**config.mk**
```make
export PLATFORM = sky130hd
export DESIGN_NAME = score_bcd_conv
export DESIGN_NICKNAME = d
export VERILOG_FILES = /design/src/rtl/score_bcd_conv.sv
export SDC_FILE = /design/constraint.sdc
export NUM_CORES = 1
export LEC_CHECK = 0
export CELL_PAD_IN_SITES_DETAIL_PLACEMENT = 1
export CELL_PAD_IN_SITES_GLOBAL_PLACEMENT = 1
export CORE_AREA = 3 3 104 106
export DETAILED_ROUTE_END_ITERATION = 10
export DIE_AREA = 0 0 107 109
export HOLD_SLACK_MARGIN = 0.06
export PLACE_DENSITY = 0.89
export SKIP_CTS_REPAIR_TIMING = 1
export SLEW_MARGIN = 10
export SYNTH_ARGS = -nofsm -noshare
export SYNTH_HDL_FRONTEND = slang
export SYNTH_SLANG_ARGS = --single-unit
```
**constraint.sdc**
```tcl
create_clock -name clk -period 2.95 [get_ports clk]
set_input_delay 0.59 -clock clk [delete_from_list [all_inputs] [get_ports clk]]
set_output_delay 0.59 -clock clk [all_outputs]
set_load 0.02 [all_outputs]
```
**src/rtl/score_bcd_conv.sv**
```systemverilog
// Sequential binary-to-BCD converter (double-dabble, one bit per clock) feeding Seg7_driver.
// Outputs update atomically on completion, so the display never shows a partially converted score.

module dd_add3 (
  input  logic [3:0] d,
  output logic [3:0] q
);
  assign q = (d >= 4'd5) ? d + 4'd3 : d;
endmodule

module score_bcd_conv #(
  parameter int BIN_WIDTH = 20,
  parameter int DIGITS    = 6
) (
  input  logic                  clk,
  input  logic                  rst,
  input  logic                  start,
  input  logic [BIN_WIDTH-1:0]  bin,
  output logic                  busy,
  output logic                  done,
  output logic                  sat,
  output logic [4*DIGITS-1:0]   bcd,
  output logic [4*DIGITS+7:0]   seg_data,
  output logic [DIGITS-1:0]     lz_mask
);
  function automatic logic [63:0] pow10(input int n);
    logic [63:0] p;
    p = 64'd1;
    for (int i = 0; i < n; i++) p = p * 64'd10;
    return p;
  endfunction

  localparam logic [63:0]          MAX_VAL = pow10(DIGITS) - 64'd1;
  localparam logic [BIN_WIDTH-1:0] MAX_BIN = BIN_WIDTH'(MAX_VAL);
  localparam int                   CW      = $clog2(BIN_WIDTH + 1);

  typedef enum logic [1:0] {IDLE, SHIFT, DONE} state_t;

  state_t                  state, state_nx;
  logic [BIN_WIDTH-1:0]    shreg;
  logic [DIGITS-1:0][3:0]  scratch, adj;
  logic [CW-1:0]           cnt;
  logic                    sat_pending;
  logic                    over;
  logic                    load;
  logic [DIGITS-1:0]       lz_nx;

  assign over = 64'(bin) > MAX_VAL;

  for (genvar i = 0; i < DIGITS; i++) begin : g_dig
    dd_add3 u_add3 (.d(scratch[i]), .q(adj[i]));
  end

  always_ff @(posedge clk) begin
    if (!rst) state <= IDLE;
    else      state <= state_nx;
  end

  always_comb begin
    state_nx = state;
    case (state)
      IDLE:    if (start) state_nx = SHIFT;
      SHIFT:   if (cnt == CW'(1)) state_nx = DONE;
      DONE:    state_nx = IDLE;
      default: state_nx = IDLE;
    endcase
  end

  always_comb begin
    busy = (state != IDLE);
    load = (state == IDLE) && start;
  end

  // Bit i blanks digit i only when every digit from i upward is zero; units never blanks.
  always_comb begin
    logic z;
    lz_nx = '0;
    z     = 1'b1;
    for (int i = DIGITS - 1; i >= 1; i--) begin
      z        = z && (scratch[i] == 4'd0);
      lz_nx[i] = z;
    end
  end

  always_ff @(posedge clk) begin
    if (!rst) begin
      shreg       <= '0;
      scratch     <= '0;
      cnt         <= '0;
      sat_pending <= 1'b0;
      done        <= 1'b0;
      sat         <= 1'b0;
      bcd         <= '0;
      seg_data    <= '0;
      lz_mask     <= {{(DIGITS-1){1'b1}}, 1'b0};
    end else begin
      done <= 1'b0;
      if (load) begin
        shreg       <= over ? MAX_BIN : bin;
        sat_pending <= over;
        scratch     <= '0;
        cnt         <= CW'(BIN_WIDTH);
      end
      if (state == SHIFT) begin
        {scratch, shreg} <= {adj, shreg} << 1;
        cnt              <= cnt - CW'(1);
      end
      if (state == DONE) begin
        bcd      <= scratch;
        seg_data <= {scratch, 8'h00};
        sat      <= sat_pending;
        lz_mask  <= lz_nx;
        done     <= 1'b1;
      end
    end
  end
endmodule
```
==> After elaboration in Yosys (flattened, before gate mapping) <==
Index checks and enable logic that the tools add are counted.
{ "totals": {"register_bits": 83, "word_cells": 67, "in_bits": 23} }
{ "classes": {"eq_ne": 5, "n_lt_le_gt_ge": 7, "n_addsub": 7, "n_reduce_logical": 15, "n_bitwise": 1, "mux": 17} }
{ "ops": {"columns": ["op", "n"], "rows": [
  ["20-bit 2-to-1 mux", 3],
  ["24-bit 2-to-1 mux", 2],
  ["4-bit by 3-bit greater-or-equal comparator with 1-bit output, second input constant", 6],
  ["4-bit by 2-bit adder with 4-bit output, second input constant", 5],
  ["20-bit > comparator, second input constant", 1],
  ["4-bit zero test", 5],
  ["4-bit 2-to-1 mux", 5],
  ["5-bit 2-to-1 mux", 2],
  ["5-bit by 1-bit == test with 1-bit output, second input constant", 1],
  ["1-bit logical AND", 5],
  ["5-bit by 1-bit subtractor with 5-bit output, second input constant", 1],
  ["2-bit 2-to-1 mux", 2],
  ["2-bit inequality test, second input constant", 2],
  ["2-bit one-hot mux with 2 select lines", 1],
  ["2-bit nonzero test", 2],
  ["3-bit by 2-bit adder with 3-bit output, second input constant", 1],
  ["3-bit 2-to-1 mux", 1],
  ["2-bit by 1-bit == test with 1-bit output, second input constant", 1],
  ["2-bit == test, second input constant", 1],
  ["2-bit zero test", 1],
  ["2-bit AND reduction", 1],
  ["2-bit OR reduction", 1],
  ["1-bit 2-to-1 mux", 1],
  ["1-bit inverter", 1]
]} }

==> Depth between registers and ports, before layout <==
Gate-level depths: netlist of the first run.
{ "logic_depth": {"depth_word": 5, "ltp_mapped": 7, "ltp_nobuf": 6} }

==> Hierarchy <==
A second synthesis of the first run with hierarchy kept.
{ "unflattened": {"cells_unflattened": 471, "area_unflattened_um2": 4031.4} }
{ "by_module_without_submodules": {"columns": ["module", "cells_each", "instances", "area_per_inst_um2"], "rows": [
  ["score_bcd_conv", 375, 1, 3423.3],
  ["dd_add3", 16, 6, 101.3]
]} }

==> Least setup slack after synthesis of the first run <==
No wires, ideal clock.
{ "synth_timing": {"path_type": "in2reg", "startpoint": "input bin[10]", "endpoint": "register shreg[1]", "required_ns": 2.831, "arrival_time_ns": 1.581, "slack_ns": 1.250, "path_buffers": 0, "cell_stages": 4, "path_cell_list": "or4_4 > o21ai_4 > a2111o_2 > o21ai_1"} }
{ "synth_via": {"elab_chain_cells": 4} }
{ "synth_lines": {"columns": ["element", "line", "source"], "rows": [
  ["start, declared", "18", "input logic [BIN_WIDTH-1:0] bin,"],
  ["20-bit > comparator", "48", "assign over = 64'(bin) > MAX_VAL;"],
  ["20-bit 2-to-1 mux", "99", "shreg <= over ? MAX_BIN : bin;"],
  ["20-bit 2-to-1 mux", "98", "if (load) begin"],
  ["20-bit 2-to-1 mux", "104", "if (state == SHIFT) begin"],
  ["end signal, assigned", "99", null],
  ["end signal, assigned", "105", "{scratch, shreg} <= {adj, shreg} << 1;"],
  ["end, declared", "40", "logic [BIN_WIDTH-1:0] shreg;"]
]} }
No other way between the ends. The select of a mux whose other input is x is not followed.
A chain may end at the register's enable or synchronous reset.

==> Worst setup path in the final report of the first run <==
{ "layout_timing": {"startpoint": "register state[1]", "endpoint": "output busy"} }
{ "layout_via": {"elab_chain_cells": 1} }
{ "layout_lines": {"columns": ["element", "line", "source"], "rows": [
  ["start, declared", "39", "state_t state, state_nx;"],
  ["start signal, assigned", "56", "else state <= state_nx;"],
  ["2-bit nonzero test", "70", "busy = (state != IDLE);"],
  ["end, declared", "19", "output logic busy,"]
]} }
No other way between the ends.

==> impl_metrics.prom, run 1 <==
# TYPE chip_impl_metric gauge
chip_impl_metric{name="first_global_vias",unit=""} 3572
chip_impl_metric{name="cp_arrival",unit="ns"} 1.88
chip_impl_metric{name="postRouteWirelength",unit="mm"} 10.4
chip_impl_info{name="crit_path_end",value="busy"} 1
chip_impl_metric{name="vdd.ir_drop.worst",unit="mV"} 0.256
chip_impl_metric{name="setup.reg_to_reg.worst_slack",unit="ns"} 0.85
chip_impl_metric{name="die-area",unit="mm^2"} 0.0117
chip_impl_metric{name="antenna_violations_before_repair",unit=""} 0
chip_impl_metric{name="placementRows",unit=""} 36
chip_impl_info{name="hold_path.class",value="reg2reg"} 1
chip_impl_metric{name="finalSetupViolations",unit=""} 0
chip_impl_metric{name="vias",unit=""} 3479
chip_impl_info{name="tritoncts",value="built"} 1
chip_impl_metric{name="regArea",unit="mm^2"} 0.00166
chip_impl_metric{name="routabilityCongestion",unit=""} 0.845
chip_impl_info{name="critical_path.startpoint_type",value="register"} 1
chip_impl_metric{name="vias_per_cell",unit=""} 5.39
chip_impl_info{name="synth-main-ff-cell",value="sky130_fd_sc_hd__dfxtp_1"} 1
chip_impl_metric{name="final_core_utilization",unit=""} 0.494
chip_impl_metric{name="avgSynthCellArea",unit="um^2"} 8.59
chip_impl_metric{name="synth_cell_type_count",unit=""} 47
chip_impl_metric{name="power-per-cell-area",unit="mW/mm^2"} 493
chip_impl_metric{name="detail_route.drc_violations",unit=""} 0
chip_impl_metric{name="leakagePower",unit="nW"} 1.77
chip_impl_metric{name="latest_clock_arrival_within_the_worst_skew_pair",unit="ns"} 0.36
chip_impl_metric{name="floorplan.io_pins",unit=""} 88
chip_impl_metric{name="crit_fanout",unit=""} 11
chip_impl_metric{name="design_area",unit="mm^2"} 0.00487
chip_impl_metric{name="dr.pass1.iters",unit=""} 8
chip_impl_metric{name="synthesis.area",unit="mm^2"} 0.00393
chip_impl_metric{name="global_route.usage.total",unit=""} 0.185
chip_impl_metric{name="slew_headroom",unit=""} 0.398
chip_impl_metric{name="ys_seq_area_frac",unit=""} 0.423
chip_impl_metric{name="maxCapViolCount",unit=""} 0
chip_impl_info{name="kind_of_end_point_of_the_critical_path",value="primary output"} 1
chip_impl_info{name="outcome",value="finished clean"} 1
chip_impl_metric{name="finalWorstPathRequiredPeriod",unit="ns"} 2.47
chip_impl_metric{name="final_hold_viol_count",unit=""} 0
chip_impl_metric{name="die_width",unit="um"} 107
chip_impl_metric{name="timing.fmax",unit="GHz"} 0.405
chip_impl_metric{name="die_y",unit="um"} 109
chip_impl_metric{name="antenna_left",unit=""} 0
chip_impl_metric{name="finClkSkew",unit="ns"} 0.0140
chip_impl_metric{name="clockBufferDepth",unit=""} 2
chip_impl_info{name="setup_repair_after_global_routing_missed_its_margin",value="no"} 1
chip_impl_metric{name="ys_warn_count",unit=""} 0
chip_impl_metric{name="totalPowerFinal",unit="mW"} 2.40
chip_impl_metric{name="drive_above_1_share",unit=""} 0.0643
chip_impl_metric{name="tritoncts_num_sinks",unit=""} 83
chip_impl_metric{name="crit_required",unit="ns"} 2.36
chip_impl_metric{name="htree_levels",unit=""} 3
chip_impl_metric{name="cts_inserted_buffers",unit=""} 9
chip_impl_info{name="r2r-end",value="scratch[23]"} 1
chip_impl_info{name="worstSetupPathType",value="reg2out"} 1
chip_impl_metric{name="synthArstFlopShare",unit=""} 0
chip_impl_metric{name="grt_max_degree",unit=""} 28
chip_impl_metric{name="timing.final.crit_share",unit=""} 0.838
chip_impl_metric{name="postPlaceCellArea",unit="mm^2"} 0.00463
chip_impl_metric{name="yosys_register_bits",unit=""} 83
chip_impl_metric{name="synth-edff-count",unit=""} 0
chip_impl_metric{name="multiInputGateArea",unit="mm^2"} 0.00187
chip_impl_metric{name="setup_tns",unit="ns"} 0
chip_impl_metric{name="detailedRoute.firstIterationViolations",unit=""} 163
chip_impl_info{name="root_buffer",value="sky130_fd_sc_hd__clkbuf_8"} 1
chip_impl_metric{name="post_synth_inst_count",unit=""} 457
chip_impl_metric{name="io_buffers",unit=""} 78
chip_impl_metric{name="detailedPlacementHpwl",unit="mm"} 7.48
chip_impl_info{name="crit_start",value="state[1]"} 1
chip_impl_metric{name="floorplan.initialDensity",unit=""} 0.398
chip_impl_metric{name="routedWlPerCell",unit="um"} 16.2
chip_impl_metric{name="core_region_area",unit="mm^2"} 0.00986
chip_impl_metric{name="grt_pass1_wl",unit="mm"} 17.3
chip_impl_metric{name="final_net_count",unit=""} 549
chip_impl_metric{name="clkSlewWorstSetupHoldPaths",unit="ns"} 0.08
chip_impl_metric{name="globalRoute.totalOverflow",unit=""} 0
chip_impl_metric{name="n_fill_cell",unit=""} 1147
chip_impl_metric{name="area_growth_syn_to_layout",unit="%"} 24.0
chip_impl_metric{name="ff2ff_path_depth",unit=""} 5
chip_impl_metric{name="antenna_cell_count",unit=""} 0
chip_impl_metric{name="actual_transition_at_the_worst_max_transition_pin",unit="ns"} 0.901
chip_impl_info{name="rr_startpoint",value="state[0]"} 1
chip_impl_metric{name="final_max_slew_viol_count",unit=""} 0
==> power by group <==
group / internal, mW / switching [mW] / total, mW
logic: 0.105 / 0.151 / 0.256
registers: 1.16 / 0.0272 / 1.19
clock network: 0.526 / 0.434 / 0.960
==> per-layer routing <==
metal	global-route usage	wire [um]	part of all wire
met1	0.223	4530	0.43
met2	0.331	5310	0.51
met3	0.0308	413	0.040
met4	0.0676	196	0.019
met5	0	0	0
==> registers in the layout, summed over array words and instances (netlist names) <==
| name | count |
|---|---|
| done | 1 |
| lz_mask | 5 |
| state | 2 |
| bcd | 24 |
| sat | 1 |
| scratch | 24 |
| sat_pending | 1 |
| cnt | 5 |
| shreg | 20 |
==> metrics by stage <==
stage	setup WS, ns	cells	hold slack, ns
after floorplan	1.25	465	0.420
after global placement	0.390	630	0.451
after detailed placement	0.216	630	0.459
after CTS	0.455	646	0.469
after global routing	0.356	646	0.499
final	0.479	646	0.472
==> kinds of logic (layout without fill, tap and decap cells) <==
logic type | Yosys count | count (layout) | synth area share
compound gates | 139 | 139 | 0.224
simple gates | 128 | 128 | 0.157
flops | 83 | 83 | 0.423
buf+inv | 76 | 124 | 0.109
fa+ha+maj | 18 | 18 | 0.0574
xor+xnor | 6 | 6 | 0.0134
mux | 6 | 6 | 0.0153
other cells | 1 | 9 | 0.000955
==> layout by cell type, fill, tap and decap left out, drive strengths merged, types with 3 or more instances in the layout <==
cell,Yosys,layout
conb,1,9
o21ai,24,24
nand2b,8,8
a22o,6,6
buf,43,12
o21a,3,3
xnor2,6,6
a21oi,56,56
ha,18,18
nor3b,7,7
inv,18,18
a222oi,8,8
nor3,4,4
nand4,7,7
clkdlybuf4s50,0,78
and2,6,6
clkbuf,15,11
a32o,5,5
nand2,64,64
o31ai,5,5
o22ai,21,21
nand3,6,6
nor2,17,17
mux2i,6,6
dfxtp,83,83
==> worst max-delay path, stage by stage (launching register included) <==
cell	delay, ns
sky130_fd_sc_hd__dfxtp_1	0.55
sky130_fd_sc_hd__inv_1	0.26
sky130_fd_sc_hd__nand2_1	0.11
sky130_fd_sc_hd__clkdlybuf4s50_1	0.61
==> how the worst min path moves through the flow <==
stage,start,endpoint,slack (ns),cells past startpoint
2_1_floorplan,shreg[19],scratch[0],0.42,2
3_3_place_gp,scratch[21],bcd[21],0.45,2
3_5_place_dp,lz_mask[2],lz_mask[2],0.46,2
4_1_cts,scratch[13],bcd[13],0.47,2
5_1_grt,sat_pending,sat,0.50,2
6_report,scratch[21],bcd[21],0.47,2
==> Yosys cell counts (7+ instances only) <==
master	n	area (um^2)
sky130_fd_sc_hd__nand2_1	64	240
sky130_fd_sc_hd__nor2_1	17	63.8
sky130_fd_sc_hd__clkbuf_1	15	56.3
sky130_fd_sc_hd__a21oi_1	56	280
sky130_fd_sc_hd__a222oi_1	8	80.1
sky130_fd_sc_hd__o22ai_1	21	131
sky130_fd_sc_hd__inv_1	18	67.6
sky130_fd_sc_hd__ha_1	18	225
sky130_fd_sc_hd__buf_2	7	35.0
sky130_fd_sc_hd__dfxtp_1	83	1660
sky130_fd_sc_hd__nand2b_1	8	50.1
sky130_fd_sc_hd__buf_4	34	255
sky130_fd_sc_hd__o21ai_0	17	85.1
==> layout make-up <==
cell class / instances / share of cell area
Timing Repair Buffer: 90 / 0.179
Tap cell: 133 / 0.0342
Multi-Input combinational cell: 306 / 0.383
Sequential cell: 83 / 0.341
Clock inverter: 5 / 0.0175
Inverter: 18 / 0.0139
Clock buffer: 11 / 0.0311
Power figures use the tool's default switching activity.
==> run 2, diff against run 1 <==
CORE_AREA = 3 3 108 110   (was 3 3 104 106)
DIE_AREA = 0 0 111 113   (was 0 0 107 109)
PLACE_DENSITY = 0.83   (was 0.89)
clock period = 2.4 ns   (was 2.95 ns; I/O delays follow)
==> impl_metrics.prom, run 2 (same netlist as run 1, synthesis figures left out) <==
# TYPE chip_impl_metric gauge
chip_impl_metric{name="global_route.usage.total",unit=""} 0.167
chip_impl_metric{name="die_width",unit="um"} 111
chip_impl_info{name="outcome",value="finished clean"} 1
chip_impl_metric{name="grt_max_degree",unit=""} 27
chip_impl_metric{name="floorplan.initialDensity",unit=""} 0.364
chip_impl_metric{name="placementRows",unit=""} 38
chip_impl_metric{name="antenna_left",unit=""} 0
chip_impl_metric{name="final_max_slew_viol_count",unit=""} 0
chip_impl_info{name="final_common_cell",value="sky130_fd_sc_hd__dfxtp_1"} 1
chip_impl_info{name="tritoncts",value="built"} 1
chip_impl_metric{name="clockBufferDepth",unit=""} 2
chip_impl_metric{name="drive_above_1_share",unit=""} 0.0661
chip_impl_info{name="biggestRegsByFlops",value="bcd: 24 flops, scratch: 24 flops, shreg: 20 flops"} 1
chip_impl_metric{name="globalRoute.totalOverflow",unit=""} 0
chip_impl_info{name="root_buffer",value="sky130_fd_sc_hd__clkbuf_8"} 1
chip_impl_metric{name="final_hold_viol_count",unit=""} 0
chip_impl_metric{name="worst_path_largest_cell_delay",unit="ns"} 0.60
chip_impl_metric{name="die-area",unit="mm^2"} 0.0125
chip_impl_metric{name="first_global_vias",unit=""} 3635
chip_impl_metric{name="grt_pass1_wl",unit="mm"} 17.5
chip_impl_metric{name="tritoncts_num_sinks",unit=""} 83
chip_impl_metric{name="routabilityCongestion",unit=""} 0.828
chip_impl_metric{name="worstHoldPathCells",unit=""} 2
chip_impl_metric{name="setup.reg_to_reg.worst_slack",unit="ns"} 0.59
chip_impl_metric{name="cts_inserted_buffers",unit=""} 9
chip_impl_metric{name="area_growth_syn_to_layout",unit="%"} 23.4
chip_impl_metric{name="detailedRoute.firstIterationViolations",unit=""} 161
chip_impl_metric{name="detailedPlacementHpwl",unit="mm"} 7.77
chip_impl_info{name="worstSetupPathType",value="reg2out"} 1
chip_impl_metric{name="finalWorstPathRequiredPeriod",unit="ns"} 2.24
chip_impl_info{name="most_frequent_cells_in_the_layout",value="sky130_fd_sc_hd__dfxtp_1, sky130_fd_sc_hd__clkdlybuf4s50_1, sky130_fd_sc_hd__nand2_1, sky130_fd_sc_hd__a21oi_1, sky130_fd_sc_hd__o22ai_1"} 1
chip_impl_info{name="min_delay_startpoint",value="scratch[21]"} 1
chip_impl_metric{name="antenna_violations_before_repair",unit=""} 0
chip_impl_metric{name="detail_route.drc_violations",unit=""} 0
chip_impl_metric{name="vdd.ir_drop.worst",unit="mV"} 0.242
chip_impl_metric{name="n_fill_cell",unit=""} 1288
chip_impl_metric{name="vias_per_cell",unit=""} 5.33
chip_impl_metric{name="routedWlPerCell",unit="um"} 16.2
chip_impl_metric{name="cp_arrival",unit="ns"} 1.76
chip_impl_info{name="r2r-end",value="scratch[11]"} 1
chip_impl_metric{name="clkSlewWorstSetupHoldPaths",unit="ns"} 0.08
chip_impl_metric{name="timing.final.crit_share",unit=""} 0.933
chip_impl_metric{name="core_region_area",unit="mm^2"} 0.0108
chip_impl_metric{name="slew_headroom",unit=""} 0.627
chip_impl_info{name="path_cells",value="inv_1, nand2_1, clkdlybuf4s50_1"} 1
chip_impl_metric{name="crit_fanout",unit=""} 8
chip_impl_info{name="critical_path.startpoint_type",value="register"} 1
chip_impl_metric{name="finClkSkew",unit="ns"} 0.0149
chip_impl_metric{name="maxCapViolCount",unit=""} 0
chip_impl_metric{name="floorplan.io_pins",unit=""} 88
chip_impl_metric{name="actual_transition_at_the_worst_max_transition_pin",unit="ns"} 0.559
chip_impl_metric{name="final_net_count",unit=""} 552
chip_impl_info{name="kind_of_end_point_of_the_critical_path",value="primary output"} 1
chip_impl_metric{name="multiInputGateArea",unit="mm^2"} 0.00187
chip_impl_metric{name="power-per-cell-area",unit="mW/mm^2"} 565
chip_impl_info{name="hold_path.class",value="reg2reg"} 1
chip_impl_metric{name="regArea",unit="mm^2"} 0.00166
chip_impl_metric{name="setup_tns",unit="ns"} 0
chip_impl_metric{name="die_y",unit="um"} 113
chip_impl_info{name="crit_family",value="buffers and inverters"} 1
chip_impl_metric{name="timing.final.ws_setup",unit="ns"} 0.160
chip_impl_info{name="rr_startpoint",value="state[0]"} 1
chip_impl_metric{name="io_buffers",unit=""} 78
chip_impl_metric{name="path_buf_inv",unit=""} 2
chip_impl_metric{name="postRouteWirelength",unit="mm"} 10.6
chip_impl_metric{name="finalSetupViolations",unit=""} 0
chip_impl_metric{name="detailedPlace.worstSlack",unit="ns"} 0.181
chip_impl_metric{name="dr.pass1.iters",unit=""} 8
chip_impl_info{name="timing.critical_path.slowest_stage_cell",value="sky130_fd_sc_hd__clkdlybuf4s50_1"} 1
chip_impl_metric{name="htree_levels",unit=""} 3
chip_impl_info{name="whs_endpoint",value="bcd[21]"} 1
chip_impl_metric{name="antenna_cell_count",unit=""} 0
chip_impl_metric{name="vias",unit=""} 3488
chip_impl_metric{name="latest_clock_arrival_within_the_worst_skew_pair",unit="ns"} 0.36
chip_impl_metric{name="crit_required",unit="ns"} 1.92
chip_impl_metric{name="timing.fmax",unit="GHz"} 0.446
chip_impl_metric{name="ff2ff_path_depth",unit=""} 5
chip_impl_metric{name="leakagePower",unit="nW"} 1.76
chip_impl_info{name="setup_repair_after_global_routing_missed_its_margin",value="no"} 1
-- run 2: changes by cell type in the layout (fill, tap and decap cells not counted), sizes merged --
cell | before | now
clkbuf | 11 | 9
buf | 12 | 15
clkinv | 2 | 3
bufinv | 2 | 1
-- run 2: worst max-delay path by stage --
stage | from | end | slack [ns] | cells past startpoint
final | state[0] | busy | 0.16 | 3
after global routing | state[0] | busy | 0.05 | 3
after CTS | state[0] | busy | 0.13 | 3
after detailed placement | bin[10] | shreg[5] | 0.18 | 5
after global placement | bin[10] | shreg[3] | 0.23 | 5
after floorplan | bin[10] | shreg[1] | 0.81 | 4
-- run 2: area by class of cell --
class | instances | share of cell area
Clock buffer | 9 | 0.0256
Clock inverter | 5 | 0.0116
Inverter | 18 | 0.0139
Multi-Input combinational cell | 306 | 0.385
Sequential cell | 83 | 0.343
Tap cell | 140 | 0.0362
Timing Repair Buffer | 93 | 0.184
-- run 2: metal layers --
| layer | wire (um) | track usage | up-vias |
|---|---|---|---|
| li1 | - | - | 1679 |
| met2 | 5460 | 0.312 | 109 |
| met1 | 4450 | 0.193 | 1687 |
| met3 | 557 | 0.0374 | 13 |
| met5 | 0 | 0 | - |
| met4 | 97 | 0.0411 | 0 |
-- run 2: through the flow --
step | total power [mW] | util | instances | area (um^2) | hold WS, ns
final | 2.74 | 0.449 | 654 | 4840 | 0.465
after global routing | 2.85 | 0.449 | 654 | 4840 | 0.487
after CTS | 2.76 | 0.449 | 654 | 4840 | 0.470
after detailed placement | 1.81 | 0.432 | 640 | 4660 | 0.456
after global placement | 1.78 | 0.432 | 640 | 4660 | 0.443
after floorplan | 1.68 | - | 465 | 3960 | 0.420
-- run 2: worst register-to-register path, stage by stage, from the launching register on --
cell	delay, ns
sky130_fd_sc_hd__dfxtp_1	0.50
sky130_fd_sc_hd__nor2b_1	0.52
sky130_fd_sc_hd__nand2_1	0.11
sky130_fd_sc_hd__buf_4	0.22
sky130_fd_sc_hd__o31ai_1	0.23
sky130_fd_sc_hd__a32o_1	0.16
-- run 2: power by group --
group / total [mW] / switching (mW) / internal, mW
sequential: 1.46 / 0.0337 / 1.42
clock: 0.960 / 0.493 / 0.467
combinational: 0.320 / 0.188 / 0.132
total: 2.74 / 0.715 / 2.02
==> run 3, diff against run 2 <==
CORE_AREA = 3 3 105 107   (was 3 3 108 110)
CTS_BUF_LIST = sky130_fd_sc_hd__clkbuf_2 sky130_fd_sc_hd__clkbuf_4 sky130_fd_sc_hd__clkbuf_8   (was default)
DIE_AREA = 0 0 108 110   (was 0 0 111 113)
PLACE_DENSITY = 0.87   (was 0.83)
==> impl_metrics.prom, run 3 (same netlist as run 1, synthesis figures left out) <==
# TYPE chip_impl_metric gauge
chip_impl_info{name="outcome",value="finished clean"} 1
chip_impl_metric{name="first_global_vias",unit=""} 3598
chip_impl_metric{name="worst_path_largest_cell_delay",unit="ns"} 0.60
chip_impl_metric{name="routedWlPerCell",unit="um"} 16.0
chip_impl_metric{name="latest_clock_arrival_within_the_worst_skew_pair",unit="ns"} 0.37
chip_impl_metric{name="globalRoute.totalOverflow",unit=""} 0
chip_impl_info{name="crit_family",value="buffers and inverters"} 1
chip_impl_metric{name="vias_per_cell",unit=""} 5.34
chip_impl_metric{name="detailedRoute.firstIterationViolations",unit=""} 210
chip_impl_metric{name="vdd.ir_drop.worst",unit="mV"} 0.321
chip_impl_metric{name="crit_required",unit="ns"} 1.92
chip_impl_metric{name="tritoncts_num_sinks",unit=""} 83
chip_impl_metric{name="grt_pass1_wl",unit="mm"} 17.6
chip_impl_metric{name="floorplan.initialDensity",unit=""} 0.384
chip_impl_metric{name="maxCapViolCount",unit=""} 0
chip_impl_metric{name="antenna_left",unit=""} 0
chip_impl_metric{name="vias",unit=""} 3492
chip_impl_metric{name="final_hold_viol_count",unit=""} 0
chip_impl_metric{name="postRouteWirelength",unit="mm"} 10.5
chip_impl_metric{name="die_width",unit="um"} 108
chip_impl_metric{name="io_buffers",unit=""} 78
chip_impl_metric{name="dr.pass1.iters",unit=""} 4
chip_impl_metric{name="clkSlewWorstSetupHoldPaths",unit="ns"} 0.09
chip_impl_metric{name="antenna_cell_count",unit=""} 0
chip_impl_metric{name="detailedPlacementHpwl",unit="mm"} 7.44
chip_impl_metric{name="final_max_slew_viol_count",unit=""} 0
chip_impl_metric{name="core_region_area",unit="mm^2"} 0.0102
chip_impl_metric{name="crit_fanout",unit=""} 8
chip_impl_metric{name="setup_tns",unit="ns"} 0
chip_impl_metric{name="area_growth_syn_to_layout",unit="%"} 24.7
chip_impl_metric{name="leakagePower",unit="nW"} 1.79
chip_impl_metric{name="totalPowerFinal",unit="mW"} 2.93
chip_impl_metric{name="actual_transition_at_the_worst_max_transition_pin",unit="ns"} 0.583
chip_impl_metric{name="slew_headroom",unit=""} 0.610
chip_impl_metric{name="finalSetupViolations",unit=""} 0
chip_impl_info{name="setup_repair_after_global_routing_missed_its_margin",value="no"} 1
chip_impl_metric{name="grt_max_degree",unit=""} 28
chip_impl_metric{name="cp_arrival",unit="ns"} 1.64
chip_impl_info{name="kind_of_end_point_of_the_critical_path",value="primary output"} 1
chip_impl_metric{name="floorplan.io_pins",unit=""} 88
chip_impl_metric{name="antenna_violations_before_repair",unit=""} 0
chip_impl_metric{name="timing.final.crit_share",unit=""} 0.885
chip_impl_metric{name="global_route.usage.total",unit=""} 0.184
chip_impl_metric{name="routabilityCongestion",unit=""} 0.842
chip_impl_info{name="root_buffer",value="sky130_fd_sc_hd__clkbuf_8"} 1
chip_impl_metric{name="path_buf_inv",unit=""} 2
chip_impl_info{name="path_cells",value="inv_1, nand2_1, clkdlybuf4s50_1"} 1
chip_impl_info{name="final_common_cell",value="sky130_fd_sc_hd__dfxtp_1"} 1
chip_impl_metric{name="final_net_count",unit=""} 554
chip_impl_metric{name="power-per-cell-area",unit="mW/mm^2"} 598
chip_impl_metric{name="htree_levels",unit=""} 3
chip_impl_metric{name="placementRows",unit=""} 37
chip_impl_info{name="hold_path.class",value="reg2reg"} 1
chip_impl_metric{name="timing.fmax",unit="GHz"} 0.471
chip_impl_metric{name="clockBufferDepth",unit=""} 2
chip_impl_metric{name="cts_inserted_buffers",unit=""} 9
chip_impl_metric{name="finalWorstPathRequiredPeriod",unit="ns"} 2.12
chip_impl_info{name="biggestRegsByFlops",value="bcd: 24 flops, scratch: 24 flops, shreg: 20 flops"} 1
chip_impl_info{name="timing.critical_path.slowest_stage_cell",value="sky130_fd_sc_hd__clkdlybuf4s50_1"} 1
chip_impl_metric{name="die_y",unit="um"} 110
chip_impl_info{name="worstSetupPathType",value="reg2out"} 1
chip_impl_metric{name="die-area",unit="mm^2"} 0.0119
chip_impl_info{name="tritoncts",value="built"} 1
chip_impl_info{name="critical_path.startpoint_type",value="register"} 1
chip_impl_metric{name="detail_route.drc_violations",unit=""} 0
chip_impl_metric{name="drive_above_1_share",unit=""} 0.0734
chip_impl_metric{name="finClkSkew",unit="ns"} 0.00868
chip_impl_info{name="most_frequent_cells_in_the_layout",value="sky130_fd_sc_hd__dfxtp_1, sky130_fd_sc_hd__clkdlybuf4s50_1, sky130_fd_sc_hd__nand2_1, sky130_fd_sc_hd__a21oi_1, sky130_fd_sc_hd__o22ai_1"} 1
## run 3: changes by cell type in the layout (fill, tap and decap cells not counted)
cell                        before  now
sky130_fd_sc_hd__inv_6           0    3
sky130_fd_sc_hd__buf_4          15   17
sky130_fd_sc_hd__bufinv_16       1    2
sky130_fd_sc_hd__clkinv_2        2    1
sky130_fd_sc_hd__clkinv_4        1    0
## run 3: per-stage QoR
step / hold WS, ns / setup WS (ns) / instance area [um^2] / util / instances
finish: 0.460 / 0.275 / 4900 / 0.479 / 654
global route: 0.491 / 0.175 / 4900 / 0.479 / 654
CTS: 0.467 / 0.251 / 4900 / 0.479 / 654
detailed placement: 0.450 / 0.195 / 4670 / 0.457 / 638
global placement: 0.445 / 0.222 / 4670 / 0.457 / 638
floorplan: 0.420 / 0.810 / 3960 / - / 465
## run 3: power by group
group	total, mW	switching [mW]	leakage (nW)	internal (mW)
Combinational	0.312	0.180	1.00	0.132
Clock	1.16	0.565	0.111	0.596
Sequential	1.46	0.0329	0.675	1.42
## run 3: worst paths after layout
check	start	to	slack, ns	cells after the start
min	scratch[21]	bcd[21]	0.46	2
max	state[0]	busy	0.28	3
max reg2reg	scratch[17]	lz_mask[1]	0.58	6
min reg2reg	scratch[21]	bcd[21]	0.46	2
## run 3: worst reg2reg max path: stages (launching register included)
cell,delay [ns]
sky130_fd_sc_hd__dfxtp_1,0.33
sky130_fd_sc_hd__inv_1,0.16
sky130_fd_sc_hd__ha_1,0.18
sky130_fd_sc_hd__nor3b_1,0.27
sky130_fd_sc_hd__nand4_2,0.20
sky130_fd_sc_hd__or3_1,0.48
sky130_fd_sc_hd__o21ai_1,0.14
## run 3: routing by layer
metal / routed length [um] / share of wire / track usage
met1: 4630 / 0.44 / 0.223
met2: 5250 / 0.50 / 0.326
met3: 392 / 0.037 / 0.0315
met4: 220 / 0.021 / 0.0730
met5: 0 / 0 / 0
## run 3: final cells by class
| class | instances | area [um^2] |
|---|---|---|
| inverter | 18 | 67.6 |
| tap | 136 | 170 |
| sequential | 83 | 1660 |
| timing repair buffer | 95 | 908 |
| fill | 1203 | 5340 |
| clock buffer | 9 | 124 |
| multi-input combinational | 306 | 1870 |
| clock inverter | 7 | 98.8 |
